--- src/rtl/fence_sequencer_if.sv ---
// Commit-port / flush-interface bundle for the fence sequencer.
// The slave modport is the sequencer; the master modport is the commit stage plus the cache/MMU side.
interface fence_sequencer_if;
  logic       req_valid_i;
  logic [1:0] req_op_i;
  logic       req_ready_o;
  logic       abort_i;
  logic       no_st_pending_i;
  logic       dcache_flush_o;
  logic       dcache_flush_ack_i;
  logic       icache_flush_o;
  logic       tlb_flush_o;
  logic       done_o;
  logic       busy_o;
  logic       timeout_o;

  modport slave (
    input  req_valid_i, req_op_i, abort_i, no_st_pending_i, dcache_flush_ack_i,
    output req_ready_o, dcache_flush_o, icache_flush_o, tlb_flush_o, done_o, busy_o, timeout_o
  );

  modport master (
    output req_valid_i, req_op_i, abort_i, no_st_pending_i, dcache_flush_ack_i,
    input  req_ready_o, dcache_flush_o, icache_flush_o, tlb_flush_o, done_o, busy_o, timeout_o
  );
endinterface

--- src/rtl/fence_sequencer.sv ---
// Sequences FENCE / FENCE.I / SFENCE.VMA: drain stores, issue flushes in order, pulse done.
// Every output is a flop loaded from the next-state decode, so no input reaches an output combinationally.
module fence_sequencer #(
  parameter int unsigned DrainTimeout = 1024
) (
  input  logic              clk_i,
  input  logic              rst_ni,
  fence_sequencer_if.slave  bus
);

  localparam int unsigned CntW      = (DrainTimeout > 0) ? $clog2(DrainTimeout + 1) : 1;
  localparam logic [CntW-1:0] CntMax = CntW'(DrainTimeout);
  localparam bit          TimeoutEn = (DrainTimeout != 0);

  localparam logic [1:0] OpFenceI  = 2'd1;
  localparam logic [1:0] OpSfence  = 2'd2;

  typedef enum logic [2:0] {
    S_IDLE,
    S_DRAIN,
    S_FLUSH_D,
    S_FLUSH_I,
    S_TLB,
    S_DONE
  } state_e;

  state_e            state_q, state_d;
  logic [1:0]        op_q;
  logic [CntW-1:0]   cnt_q;
  logic              fired_q;
  logic              ready_q, busy_q, dflush_q, iflush_q, tlb_q, done_q, timeout_q;
  logic              accept_c;
  logic              tick_c;

  // Abort wins over a new request in IDLE
  assign accept_c = (state_q == S_IDLE) && bus.req_valid_i && !bus.abort_i;

  // Timeout fires once per operation, the cycle after the count saturates
  assign tick_c = TimeoutEn && (cnt_q == CntMax) && !fired_q && !accept_c;

  always_comb begin
    state_d = state_q;
    case (state_q)
      S_IDLE:    if (accept_c) state_d = S_DRAIN;
      S_DRAIN: begin
        if (bus.abort_i)              state_d = S_IDLE;
        else if (bus.no_st_pending_i) state_d = (op_q == OpSfence) ? S_TLB : S_FLUSH_D;
      end
      // Reserved op 3 behaves as plain FENCE
      S_FLUSH_D: if (bus.dcache_flush_ack_i) state_d = (op_q == OpFenceI) ? S_FLUSH_I : S_DONE;
      S_FLUSH_I: state_d = S_DONE;
      S_TLB:     state_d = S_DONE;
      S_DONE:    state_d = S_IDLE;
      default:   state_d = S_IDLE;
    endcase
  end

  always_ff @(posedge clk_i or negedge rst_ni) begin
    if (!rst_ni) begin
      state_q   <= S_IDLE;
      op_q      <= 2'd0;
      cnt_q     <= '0;
      fired_q   <= 1'b0;
      ready_q   <= 1'b1;
      busy_q    <= 1'b0;
      dflush_q  <= 1'b0;
      iflush_q  <= 1'b0;
      tlb_q     <= 1'b0;
      done_q    <= 1'b0;
      timeout_q <= 1'b0;
    end else begin
      state_q <= state_d;
      if (accept_c) op_q <= bus.req_op_i;

      if (accept_c) begin
        cnt_q   <= '0;
        fired_q <= 1'b0;
      end else begin
        if ((state_q == S_DRAIN) && !bus.no_st_pending_i && (cnt_q != CntMax))
          cnt_q <= cnt_q + CntW'(1);
        if (tick_c) fired_q <= 1'b1;
      end

      timeout_q <= tick_c;
      ready_q   <= (state_d == S_IDLE);
      busy_q    <= (state_d != S_IDLE);
      dflush_q  <= (state_d == S_FLUSH_D);
      iflush_q  <= (state_d == S_FLUSH_I);
      tlb_q     <= (state_d == S_TLB);
      done_q    <= (state_d == S_DONE);
    end
  end

  assign bus.req_ready_o    = ready_q;
  assign bus.busy_o         = busy_q;
  assign bus.dcache_flush_o = dflush_q;
  assign bus.icache_flush_o = iflush_q;
  assign bus.tlb_flush_o    = tlb_q;
  assign bus.done_o         = done_q;
  assign bus.timeout_o      = timeout_q;

endmodule

--- src/flat_wrapper.sv ---
// flat-port wrapper written by rule: the top's interface ports become plain ports
module fence_sequencer_flat 
#(
  parameter int unsigned DrainTimeout = 1024
)
  (clk_i, rst_ni, bus_req_valid_i, bus_req_op_i, bus_abort_i, bus_no_st_pending_i, bus_dcache_flush_ack_i, bus_req_ready_o, bus_dcache_flush_o, bus_icache_flush_o, bus_tlb_flush_o, bus_done_o, bus_busy_o, bus_timeout_o);
  fence_sequencer_if bus_i ();
  input  logic clk_i;
  input  logic rst_ni;
  input wire logic [$bits(bus_i.req_valid_i)-1:0] bus_req_valid_i;
  input wire logic [$bits(bus_i.req_op_i)-1:0] bus_req_op_i;
  input wire logic [$bits(bus_i.abort_i)-1:0] bus_abort_i;
  input wire logic [$bits(bus_i.no_st_pending_i)-1:0] bus_no_st_pending_i;
  input wire logic [$bits(bus_i.dcache_flush_ack_i)-1:0] bus_dcache_flush_ack_i;
  output wire logic [$bits(bus_i.req_ready_o)-1:0] bus_req_ready_o;
  output wire logic [$bits(bus_i.dcache_flush_o)-1:0] bus_dcache_flush_o;
  output wire logic [$bits(bus_i.icache_flush_o)-1:0] bus_icache_flush_o;
  output wire logic [$bits(bus_i.tlb_flush_o)-1:0] bus_tlb_flush_o;
  output wire logic [$bits(bus_i.done_o)-1:0] bus_done_o;
  output wire logic [$bits(bus_i.busy_o)-1:0] bus_busy_o;
  output wire logic [$bits(bus_i.timeout_o)-1:0] bus_timeout_o;
  assign bus_i.req_valid_i = bus_req_valid_i;
  assign bus_i.req_op_i = bus_req_op_i;
  assign bus_i.abort_i = bus_abort_i;
  assign bus_i.no_st_pending_i = bus_no_st_pending_i;
  assign bus_i.dcache_flush_ack_i = bus_dcache_flush_ack_i;
  assign bus_req_ready_o = bus_i.req_ready_o;
  assign bus_dcache_flush_o = bus_i.dcache_flush_o;
  assign bus_icache_flush_o = bus_i.icache_flush_o;
  assign bus_tlb_flush_o = bus_i.tlb_flush_o;
  assign bus_done_o = bus_i.done_o;
  assign bus_busy_o = bus_i.busy_o;
  assign bus_timeout_o = bus_i.timeout_o;
  fence_sequencer #(.DrainTimeout(DrainTimeout)) u_core (.clk_i(clk_i), .rst_ni(rst_ni), .bus(bus_i));
endmodule
--- config.mk ---
export PLATFORM = sky130hd
export DESIGN_NAME = fence_sequencer_flat
export DESIGN_NICKNAME = d
export VERILOG_FILES = /design/src/rtl/fence_sequencer_if.sv /design/src/rtl/fence_sequencer.sv /design/src/flat_wrapper.sv
export SDC_FILE = /design/constraint.sdc
export NUM_CORES = 1
export LEC_CHECK = 0
export CELL_PAD_IN_SITES_DETAIL_PLACEMENT = 0
export CELL_PAD_IN_SITES_GLOBAL_PLACEMENT = 1
export CORE_MARGIN = 5
export CORE_UTILIZATION = 51
export CTS_CLUSTER_DIAMETER = 40
export DETAILED_ROUTE_END_ITERATION = 8
export DONT_BUFFER_PORTS = 1
export GPL_TIMING_DRIVEN = 0
export PLACE_DENSITY = 0.85
export REMOVE_ABC_BUFFERS = 1
export SLEW_MARGIN = 40
export SYNTH_ARGS = -nofsm -noshare
export SYNTH_HDL_FRONTEND = slang
export SYNTH_SLANG_ARGS = --single-unit
--- constraint.sdc ---
create_clock -name clk_i -period 3.2 [get_ports clk_i]
set_input_delay 0.48 -clock clk_i [delete_from_list [all_inputs] [get_ports clk_i]]
set_output_delay 0.48 -clock clk_i [all_outputs]
set_load 0.1 [all_outputs]
Word-level counts from Yosys, hierarchy flattened:

Index checks and enable logic that the tools add are counted.

* add/sub/neg operators: 1
* equal/unequal tests: 12
* multiplexer cells: 11
* reduce and logical (&&, ||, !) cells: 16

Operators by type and width (number)
* $mux W11: 2
* $mux W3: 6
* $eq A3 B2 Y1 const B: 4
* $pmux W3 S4: 1
* $add A11 B1 Y11 const B: 1
* $eq A11 B11 Y1 const B: 1
* $ne A11 B11 Y1 const B: 1
* $eq A3 B3 Y1 const B: 3
* $logic_and A1 B1 Y1: 6
* $logic_not A3 Y1: 2
* $logic_not A1 Y1: 4
* $reduce_bool A2 Y1: 2
* $eq A3 B1 Y1 const B: 1
* $reduce_bool A3 Y1: 1
* $eq A2 B1 Y1 const B: 1
* $eq A2 B2 Y1 const B: 1
* $mux W1: 2
* $reduce_or A2 Y1: 1

* flip-flop bits (word level): 24
* input bits: 8
* output and inout bits: 7
* word-level logic and storage cells: 51

Longest topological paths before layout:

Gate-level depths: netlist of run 1.

* word-level depth: 7
* gate-level depth with buffers: 6
* gate-level depth less buffers: 6

Worst setup path before layout of run 1:

OpenSTA, ideal clock, no wires.

* path type: reg-to-reg
* start: register u_core.state_q[2]
* end: register u_core.cnt_q[10]
* setup time: 120 ps
* arrival time: 1635 ps
* required time: 3080 ps
* path slack: 1444 ps
* stages on the path, launching flop included: 6
* buffers on the path: 0
* clock period less this slack: 1756 ps
* cells stage by stage: dfrtp_1 -> or4b_4 -> nor3_2 -> nand4_1 -> xor2_1 -> nor2_2

* cells in the longest elaborated chain, start to end: 4
* elaborated cells on any way between the ends: 8
* those cells by class: 1 x eq/ne; 1 x mux; 6 x reduce/logical

Ends and longest elaborated chain
* start, declared: line fence_sequencer.sv:27 `state_e state_q, state_d;`
* start signal, assigned: line fence_sequencer.sv:72 `state_q <= state_d;`
* $eq A3 B1 Y1 / $logic_not A3 Y1 (equally long branches): line fence_sequencer.sv:79, fence_sequencer.sv:36
* $logic_and A1 B1 Y1, on equally long branches (2 in a row): line fence_sequencer.sv:79, fence_sequencer.sv:36
* $reduce_bool A2 Y1 (no source line) / $mux W11 (equally long branches)
* end signal, assigned: line fence_sequencer.sv:80 `cnt_q <= cnt_q + CntW'(1);`
* end, declared: line fence_sequencer.sv:29 `logic [CntW-1:0] cnt_q;`

Several ways; a longest one is shown, not always the timed one.
A chain may end at the register's enable or synchronous reset.

Worst setup path after layout of run 1:

Same ends and word-level chain as after synthesis.

==> run_results.csv, run 1 <==
group,metric,value,unit
run_status,status,"finished clean",
route,via_per_inst,5.568,
route,via_count,774,
sta,rsz0062_at_grt,"no",
critical_path,arrival,2110,ps
sta,worst_slack,1297,ps
route,finalWirelength,2004,µm
layout,syn_to_final_growth,6.855,%
route,wl_per_cell,14.42,µm
clock_tree,clk_pin_slew_worst_paths,130,ps
global_route,grt_max_degree,25,
power,leakagePower,0.0005642,µW
floorplanning,rows,17,
layout,n_antenna_cell,0,
critical_path,path_class,"reg2reg",
floorplanning,core,0.002191,mm²
floorplanning,fp.dieArea,0.003304,mm²
sta,setup_violations,0,
sta,maxSlewHeadroom,0.4143,
logic_synthesis,synth_warnings,0,
sta,finalHoldViolations,0,
critical_path,startpoint,"u_core.state_q[2]",
clock_tree,root_buffer,"clkbuf_4",
global_route,track_usage,0.1427,
route,drt_iter0_markers,14,
sta,fin_crit_sh,0.5947,
critical_path,cp-end-kind,"register",
critical_path,required,3410,ps
critical_path,crit_buf_inv,0,
sta,min_period,1903,ps
floorplanning,io-pin-count,15,
route,first_pass_iters,4,
placed_design,dp_hpwl,1479,µm
clock_tree,cts_made_buffers,3,
floorplanning,start_util,0.5248,
logic_synthesis,ys_seq_area_frac,0.5234,
run,max_cap_violations,0,
route,drc,0,
critical_path,max_stage_delay,610,ps
critical_path,cp_cell_sequence,"or4b_4 -> nor3_2 -> nand4_1 -> xor2_1 -> nor2_2",
logic_synthesis,synth.avg_cell_area,10.85,µm²
clock_tree,clock_path_buffers,2,
global_route,grt_pass1_wl,3684,µm
floorplanning,die_h,57.48,µm
global_route,grt_overflow,0,
sta,fmax,525.5,MHz
layout,drive_gt1_frac,0.1532,
power,ir_drop,0.5032,mV
sta,whs,139.2,ps
critical_path,crit_fanout,8,
sta,setup_tns,0,ps
critical_path,startpoint_type,"register",
placed_design,pre_cts_ws,1035,ps
critical_path,r2r-end,"u_core.cnt_q[10]",
clock_tree,insertion_delay,300,ps
layout,fin_nets,122,
clock_tree,tritoncts,"yes",
logic_synthesis,netlist_area,0.001150,mm²
critical_path,crit_path_top_delay_cell,"or4b_4",
placed_design,routabilityCongestion,0.7348,
critical_path,cp_top_family,"simple AND/OR/NAND/NOR gates",
critical_path,r2r_slack,1300,ps
logic_synthesis,syn_inst,106,
logic_synthesis,synth-seq-cells,24,
power,power_density,853.6,mW/mm²
min_path,hp-class,"in2async",
layout,fin_util,0.5608,
placed_design,dp.cells,133,
critical_path,rr_worst_depth,5,
global_route,antenna_found_initial,0,
layout,instances_no_fill,139,
sta,tightest_slew,879.1,ps
critical_path,r2r_start,"u_core.state_q[2]",
sta,skew,3.876,ps
sta,slew_viol_final,0,
clock_tree,clock_sinks,24,
placed_design,io_buffer_count,0,
global_route,grt_pass1_vias,787,
route,drtAntennaViolNets,0,
floorplanning,dieWidth,57.48,µm
clock_tree,htreeDepth,1,
logic_synthesis,synth.distinct_cells,34,
synthesized netlist by cell type (all sizes together):
master  instances  share of area
xnor2           2          0.015
nor4            3          0.029
ha              2          0.022
nand4           4          0.022
a21o            1         0.0065
nand2           7          0.023
dfrtp          23           0.50
or4             1         0.0065
nor2b           1         0.0054
o22ai           1         0.0054
o21a            1         0.0065
dfstp           1          0.023
nand2b          2          0.011
a21oi           4          0.017
or2             1         0.0054
nand3           2         0.0087
inv             7          0.023
mux2            2          0.020
mux2i           2          0.017
a41oi           1          0.014
nor3            2          0.013
xor2            8          0.061
o311a           1         0.0087
and2            1         0.0054
o21ai           5          0.022
nor2           16          0.057
buf             1         0.0043
o311ai          1         0.0076
or4b            1          0.012
nor4b           1          0.021
and4            1         0.0076
logic make-up (layout without fill, tap and decap cells):
family / count (synthesis) / count (layout) / synth area share
flip-flops: 24 / 24 / 0.5234
buffers and inverters: 8 / 13 / 0.02720
adder cells (fa/ha/maj): 2 / 2 / 0.02176
XOR/XNOR: 10 / 10 / 0.07617
AO/OA/AOI/OAI: 15 / 15 / 0.08815
AND/OR/NAND/NOR: 43 / 43 / 0.2263
multiplexers: 4 / 4 / 0.03700
worst max path at each step:
stage / end / cells past startpoint
after CTS: u_core.op_q[0] / 3
after floorplan: u_core.op_q[0] / 3
after detailed placement: u_core.op_q[0] / 3
final: u_core.cnt_q[10] / 5
after global routing: u_core.cnt_q[10] / 5
after global placement: u_core.op_q[0] / 3
where the power goes:
part / switching, µW / leakage [µW] / total, µW / internal [µW]
sequential: 252 / 0.000318 / 629 / 377
clock: 85.5 / 0.0000210 / 155 / 69.4
combinational: 142 / 0.000226 / 265 / 123
total: 480 / 0.000564 / 1050 / 569
timing repair:
action,CTS,global route
resized for setup,0,0
hold buffers,1,0
buffers inserted,0,0
hold endpoints to repair,24,0
final cells by class:
class                      instances  area [µm²]
clock buffer                       4       36.28
inverter                           7       26.28
sequential                        24       601.8
fill                             202       962.2
multi-input combinational         74       516.7
tap                               28       35.03
timing repair buffer               2       12.51
layer usage:
layer / vias to the layer above / wire length, µm / global-route usage
li1: 379 / - / -
met1: 380 / 951 / 0.2003
met2: 13 / 916 / 0.2081
met4: 0 / 12 / 0.04967
met3: 2 / 124 / 0.04299
met5: - / 0 / 0
registers in the layout (all words and copies together), names as in the netlist:
| name | cells |
|---|---|
| u_core.cnt_q | 11 |
| u_core.state_q | 3 |
| u_core.op_q | 2 |
| u_core.bus.busy_o | 1 |
| u_core.bus.dcache_flush_o | 1 |
| u_core.bus.done_o | 1 |
| u_core.bus.icache_flush_o | 1 |
| u_core.bus.req_ready_o | 1 |
| u_core.bus.timeout_o | 1 |
| u_core.bus.tlb_flush_o | 1 |
| u_core.fired_q | 1 |
metrics by stage:
| step | instance area (µm²) | total power, µW |
|---|---|---|
| 2_1_floorplan | 1145 | 839.3 |
| 3_3_place_gp | 1180 | 887.8 |
| 3_5_place_dp | 1180 | 894.8 |
| 4_1_cts | 1226 | 1057 |
| 5_1_grt | 1229 | 1125 |
| 6_report | 1229 | 1049 |
layout by cell type, fill, tap and decap left out:
| master | Yosys | routed |
|---|---|---|
| buf_4 | 0 | 1 |
| nand4_1 | 4 | 4 |
| or4b_4 | 1 | 1 |
| a21o_1 | 1 | 1 |
| nor4_1 | 2 | 2 |
| dfrtp_1 | 23 | 23 |
| nand3_1 | 2 | 2 |
| o311a_1 | 1 | 1 |
| o21ai_0 | 5 | 5 |
| nand2b_1 | 2 | 2 |
| a41oi_2 | 1 | 1 |
| and2_1 | 1 | 1 |
| buf_2 | 1 | 1 |
| xor2_1 | 8 | 8 |
| inv_1 | 7 | 7 |
| o22ai_1 | 1 | 1 |
| nor4b_4 | 1 | 1 |
| or2_2 | 1 | 1 |
| nand2_1 | 7 | 7 |
| or4_1 | 1 | 1 |
| mux2_2 | 2 | 2 |
| dfstp_2 | 1 | 1 |
| o311ai_0 | 1 | 1 |
| nor3_1 | 1 | 1 |
| nor2b_1 | 1 | 1 |
| nor4_4 | 1 | 1 |
| nor2_1 | 14 | 14 |
| xnor2_1 | 2 | 2 |
| clkbuf_8 | 0 | 1 |
| mux2i_1 | 2 | 2 |
| clkbuf_4 | 0 | 3 |
| and4_1 | 1 | 1 |
| a21oi_1 | 4 | 4 |
| nor2_2 | 2 | 2 |
| nor3_2 | 1 | 1 |
| o21a_1 | 1 | 1 |
| ha_1 | 2 | 2 |
Note: power is estimated with default switching activity, not from simulation.
==> run 2, diff against run 1 <==
CORE_UTILIZATION = 47   (was 51)
PLACE_DENSITY = 0.8   (was 0.85)
clock period = 1.95 ns   (was 3.2 ns; I/O delays follow)
==> run 2 against run 1 <==
- flip-flop and latch count unchanged
- sequential share of layout area decreased by 1.7 points
- wire length increased by 3.9%
- design area increased by 3.9%
- critical path depth unchanged
- combinational power increased by 73%
- total power increased by 77%
- largest cell class unchanged
- die area increased by 7.0%
==> run_results.csv, run 2 (same netlist as run 1, synthesis figures left out) <==
group,metric,value,unit
min_path,hp-class,"in2reg",
critical_path,startpoint_type,"register",
route,wl_per_cell,14.66,µm
sta,fmax,535.3,MHz
global_route,grt_pass1_vias,816,
route,first_pass_iters,2,
layout,reg_top3,"u_core.cnt_q (11), u_core.state_q (3), u_core.op_q (2)",
route,finalWirelength,2082,µm
sta,fin_crit_sh,0.9580,
global_route,grt_max_degree,25,
power,leakagePower,0.0005882,µW
min_path,worstHoldStart,"bus_req_op_i[0]",
critical_path,crit_path_top_delay_cell,"or4b_4",
global_route,grt_pass1_wl,3498,µm
sta,min_period,1868,ps
placed_design,routabilityCongestion,0.7718,
min_path,whs_path_depth,1,
route,via_per_inst,5.493,
floorplanning,dieWidth,59.46,µm
clock_tree,clock_sinks,24,
route,drc,0,
layout,syn_to_final_growth,10.99,%
critical_path,crit_buf_inv,0,
layout,drive_gt1_frac,0.1607,
sta,finalHoldViolations,0,
sta,slew_viol_final,0,
route,drt_iter0_markers,27,
clock_tree,insertion_delay,310,ps
route,drtAntennaViolNets,0,
critical_path,arrival,2090,ps
layout,fill_cells,221,
sta,skew,2.837,ps
clock_tree,cts_made_buffers,3,
critical_path,r2r_start,"u_core.state_q[2]",
critical_path,crit_fanout,8,
floorplanning,die_h,59.46,µm
layout,final_common_cell,"dfrtp_1",
floorplanning,io-pin-count,15,
layout,largest_reg_flops,11,
layout,finalInstanceArea,0.001276,mm²
global_route,grt_overflow,0,
power,ir_drop,1.034,mV
run_status,status,"finished clean",
placed_design,dp_hpwl,1529,µm
run,max_cap_violations,0,
layout,top_register,"u_core.cnt_q",
clock_tree,clock_path_buffers,2,
layout,final_cell_mix,"22 x dfrtp_1, 14 x nor2_1, 8 x xor2_1",
clock_tree,clk_pin_slew_worst_paths,130,ps
global_route,antenna_found_initial,0,
critical_path,path_class,"reg2reg",
critical_path,cp_cell_sequence,"or4b_4 -> nor4_4 -> nand4_1 -> xor2_1 -> nor2_1",
min_path,min_to,"u_core.op_q[0]",
global_route,track_usage,0.1314,
critical_path,cp-end-kind,"register",
critical_path,r2r_slack,80,ps
layout,fin_nets,123,
critical_path,max_stage_delay,620,ps
floorplanning,core,0.002410,mm²
clock_tree,tritoncts,"yes",
floorplanning,fp.dieArea,0.003535,mm²
critical_path,r2r-end,"u_core.cnt_q[7]",
critical_path,cp_top_family,"simple AND/OR/NAND/NOR gates",
sta,setup_tns,0,ps
clock_tree,root_buffer,"clkbuf_4",
sta,setup_violations,0,
critical_path,rr_worst_depth,5,
sta,rsz0062_at_grt,"no",
floorplanning,rows,18,
power,power_density,1452,mW/mm²
sta,tightest_slew,871.9,ps
placed_design,placed_area,0.001182,mm²
power,power,1854,µW
sta,maxSlewHeadroom,0.4192,
route,via_count,780,
floorplanning,start_util,0.4772,
layout,n_antenna_cell,0,
critical_path,required,2170,ps
clock_tree,htreeDepth,1,
placed_design,io_buffer_count,0,
run 2: final cells by class:
class                   instances  area, µm²  share of cell area
inverters                       7      26.28             0.02059
repair buffers                  3      22.52             0.01765
clock buffers                   3      22.52             0.01765
flip-flops and latches         24      603.1              0.4726
clock inverters                 1      30.03             0.02353
multi-input cells              74      534.3              0.4186
well taps                      30      37.54             0.02941
run 2: worst max-delay path by stage:
stage / from / endpoint / slack [ps] / depth (start not counted)
floorplan: u_core.state_q[0] / u_core.op_q[0] / 70 / 3
global placement: u_core.state_q[0] / u_core.op_q[0] / -160 / 3
detailed placement: u_core.state_q[0] / u_core.op_q[1] / -200 / 3
CTS: u_core.state_q[2] / u_core.cnt_q[10] / 7 / 5
global route: u_core.state_q[2] / u_core.cnt_q[7] / 0.9 / 5
finish: u_core.state_q[2] / u_core.cnt_q[7] / 80 / 5
run 2: per-stage QoR:
stage	hold WS, ps	utilization	setup WS, ps	std cells
after floorplan	-3.091	-	65.00	105
after global placement	-2.297	0.4907	-155.9	135
after detailed placement	-2.375	0.4907	-195.8	135
after CTS	106.7	0.5197	7.339	141
after global routing	103.7	0.5296	0.8755	142
final	121.8	0.5296	81.83	142
run 2: power by group:
part | switching [µW] | total [µW] | internal, µW
Sequential | 416 | 1040 | 621
Clock | 150 | 358 | 208
Combinational | 251 | 459 | 208
Total | 817 | 1850 | 1040
run 2: layer usage:
layer | wire length (µm) | vias to the layer above | GRT usage
met1 | 869 | 391 | 0.1497
li1 | - | 380 | -
met2 | 1133 | 7 | 0.2309
met3 | 66 | 2 | 0.02397
met5 | 0 | - | 0
met4 | 12 | 0 | 0.06796
run 2: timing repair:
item | 4_1_cts | 5_1_grt
pin swaps | 1 | 0
buffers inserted | 1 | 0
hold buffers | 1 | 1
endpoints found under the setup margin | 4 | 5
gates resized for setup | 0 | 3
endpoints found under the hold margin | 24 | 23
==> run 3, diff against run 2 <==
SETUP_SLACK_MARGIN = 0.3   (was unset)
==> run 3 against run 2 <==
- die area unchanged
- clock power is essentially flat
- highest routed layer unchanged
- critical path type unchanged
- largest power group unchanged
- sequential share of layout area is 3.3 points lower
- cell count increased by 6.3%
- register-to-register slack better by 70 ps
==> run_results.csv, run 3 (same netlist as run 1, synthesis figures left out) <==
group,metric,value,unit
sta,skew,1.355,ps
layout,fill_cells,209,
sta,worst_slack,155.3,ps
global_route,grt_pass1_wl,3732,µm
route,drt_iter0_markers,30,
route,wl_met1,965,µm
sta,setup_violations,0,
route,via_count,811,
floorplanning,start_util,0.4772,
sta,maxSlewHeadroom,0.4190,
sta,rsz0062_at_grt,"yes",
clock_tree,clk_pin_slew_worst_paths,130,ps
critical_path,required,2170,ps
global_route,grt_max_degree,25,
run,max_cap_violations,0,
layout,final_common_cell,"dfrtp_1",
layout,multi_input_area,558.0,µm²
critical_path,crit_fanout,5,
power,leakagePower,0.0006410,µW
critical_path,arrival,2010,ps
critical_path,path_class,"reg2reg",
layout,largest_reg_flops,11,
sta,slew_viol_final,0,
sta,finalHoldViolations,0,
sta,min_period,1795,ps
power,power.share.switching,0.4308,
min_path,hp-class,"in2reg",
power,power_density,1459,mW/mm²
power,ir_drop,1.048,mV
power,p_clk_frac,0.177,
route,first_pass_iters,4,
route,wl_met2,1215,µm
critical_path,crit_path_top_delay_cell,"or4b_4",
global_route,grt_pass1_vias,847,
floorplanning,die_h,59.46,µm
sta,fin_crit_sh,0.9204,
clock_tree,clock_sinks,24,
layout,fin_nets,132,
clock_tree,root_buffer,"clkbuf_4",
global_route,grt_overflow,0,
route,via_per_inst,5.371,
layout,reg_top3,"u_core.cnt_q (11), u_core.state_q (3), u_core.op_q (2)",
route,wl_per_cell,15.15,µm
critical_path,cp-end-kind,"register",
clock_tree,insertion_delay,310,ps
critical_path,cp_cell_sequence,"or4b_4 -> nor3_4 -> nand4_1 -> xor2_1 -> nor2_2",
power,p_comb_frac,0.314,
global_route,track_usage,0.1405,
route,wl_met3,68,µm
placed_design,io_buffer_count,0,
layout,final_cell_mix,"20 x dfrtp_1, 13 x nor2_1, 8 x xor2_1, 8 x buf_4",
layout,top_register,"u_core.cnt_q",
floorplanning,dieWidth,59.46,µm
floorplanning,rows,18,
power,seq_power_share,0.509,
floorplanning,io-pin-count,15,
route,finalWirelength,2287,µm
route,drtAntennaViolNets,0,
clock_tree,htreeDepth,1,
clock_tree,cts_made_buffers,3,
critical_path,max_stage_delay,590,ps
clock_tree,tritoncts,"yes",
power,power,2010,µW
floorplanning,fp.dieArea,0.003535,mm²
critical_path,startpoint_type,"register",
layout,drive_gt1_frac,0.2893,
layout,seq_area,605.6,µm²
run_status,status,"finished clean",
route,drc,0,
placed_design,pre_cts_ws,-195.8,ps
route,routed.top_layer,"met4",
placed_design,routabilityCongestion,0.7718,
floorplanning,core,0.002410,mm²
layout,n_antenna_cell,0,
global_route,antenna_found_initial,0,
layout,syn_to_final_growth,19.80,%
sta,tightest_slew,872.1,ps
placed_design,dp_hpwl,1529,µm
clock_tree,clock_path_buffers,2,
power,p_int,1144,µW
power,p_sw,866.0,µW
sta,fmax,557.2,MHz
run 3: cell types whose count changed in the layout (fill, tap and decap cells not counted), sizes merged:
| cell | previous run | this run |
|---|---|---|
| buf | 2 | 11 |
run 3: worst paths after layout:
check                      slack [ps]  cells past startpoint              endpoint         startpoint
max in group asynchronous        1070                      2     u_core.state_q[0]             rst_ni
min in group asynchronous         490                      2       u_core.cnt_q[9]             rst_ni
hold / removal                    120                      1        u_core.op_q[0]    bus_req_op_i[0]
setup reg to reg                  160                      5      u_core.cnt_q[10]  u_core.state_q[1]
setup / recovery                  160                      5      u_core.cnt_q[10]  u_core.state_q[1]
hold reg to reg                   440                      1  u_core.bus.timeout_o     u_core.fired_q
run 3: per-stage QoR:
stage / hold WS [ps] / cells / util / TNS, ps / area, µm²
CTS: 106.7 / 145 / 0.5452 / 0 / 1314
detailed placement: -2.375 / 135 / 0.4907 / -385.0 / 1182
floorplan: -3.091 / 105 / - / 0 / 1145
global route: 103.7 / 151 / 0.5717 / 0 / 1378
finish: 121.4 / 151 / 0.5717 / 0 / 1378
global placement: -2.297 / 135 / 0.4907 / -311.5 / 1182
run 3: final cells by class:
type,count,share of cell area
clock buffer,3,0.01635
clock inverter,1,0.02180
inverter,7,0.01907
multi-input combinational,74,0.4051
sequential,24,0.4396
tap,30,0.02725
timing repair buffer,12,0.07084
run 3: routing by layer:
metal / global-route usage / vias up
li1: - / 396
met2: 0.2371 / 9
met1: 0.1651 / 402
met3: 0.02614 / 4
met5: 0 / -
met4: 0.08091 / 0
run 3: power groups by stage:
stage | sequential [µW] | combinational, µW | clock [µW]
after floorplan | 1010 | 363 | 0
after global placement | 1040 | 411 | 0
after detailed placement | 1040 | 429 | 0
after CTS | 1020 | 552 | 369
after global routing | 1040 | 701 | 389
final | 1020 | 631 | 355
run 3: timing repair:
action	in CTS	in global routing
resized for setup	9	10
pin swaps	4	7
cloned	0	1
setup endpoints to repair	17	18
hold endpoints to repair	24	23
setup buffers	5	4
hold buffers	1	1
run 3: critical path: cells and delay by family, from the launching register on:
family        cells  cell delay, ps
xor+xnor          1             190
flops             1             460
simple gates      4            1060
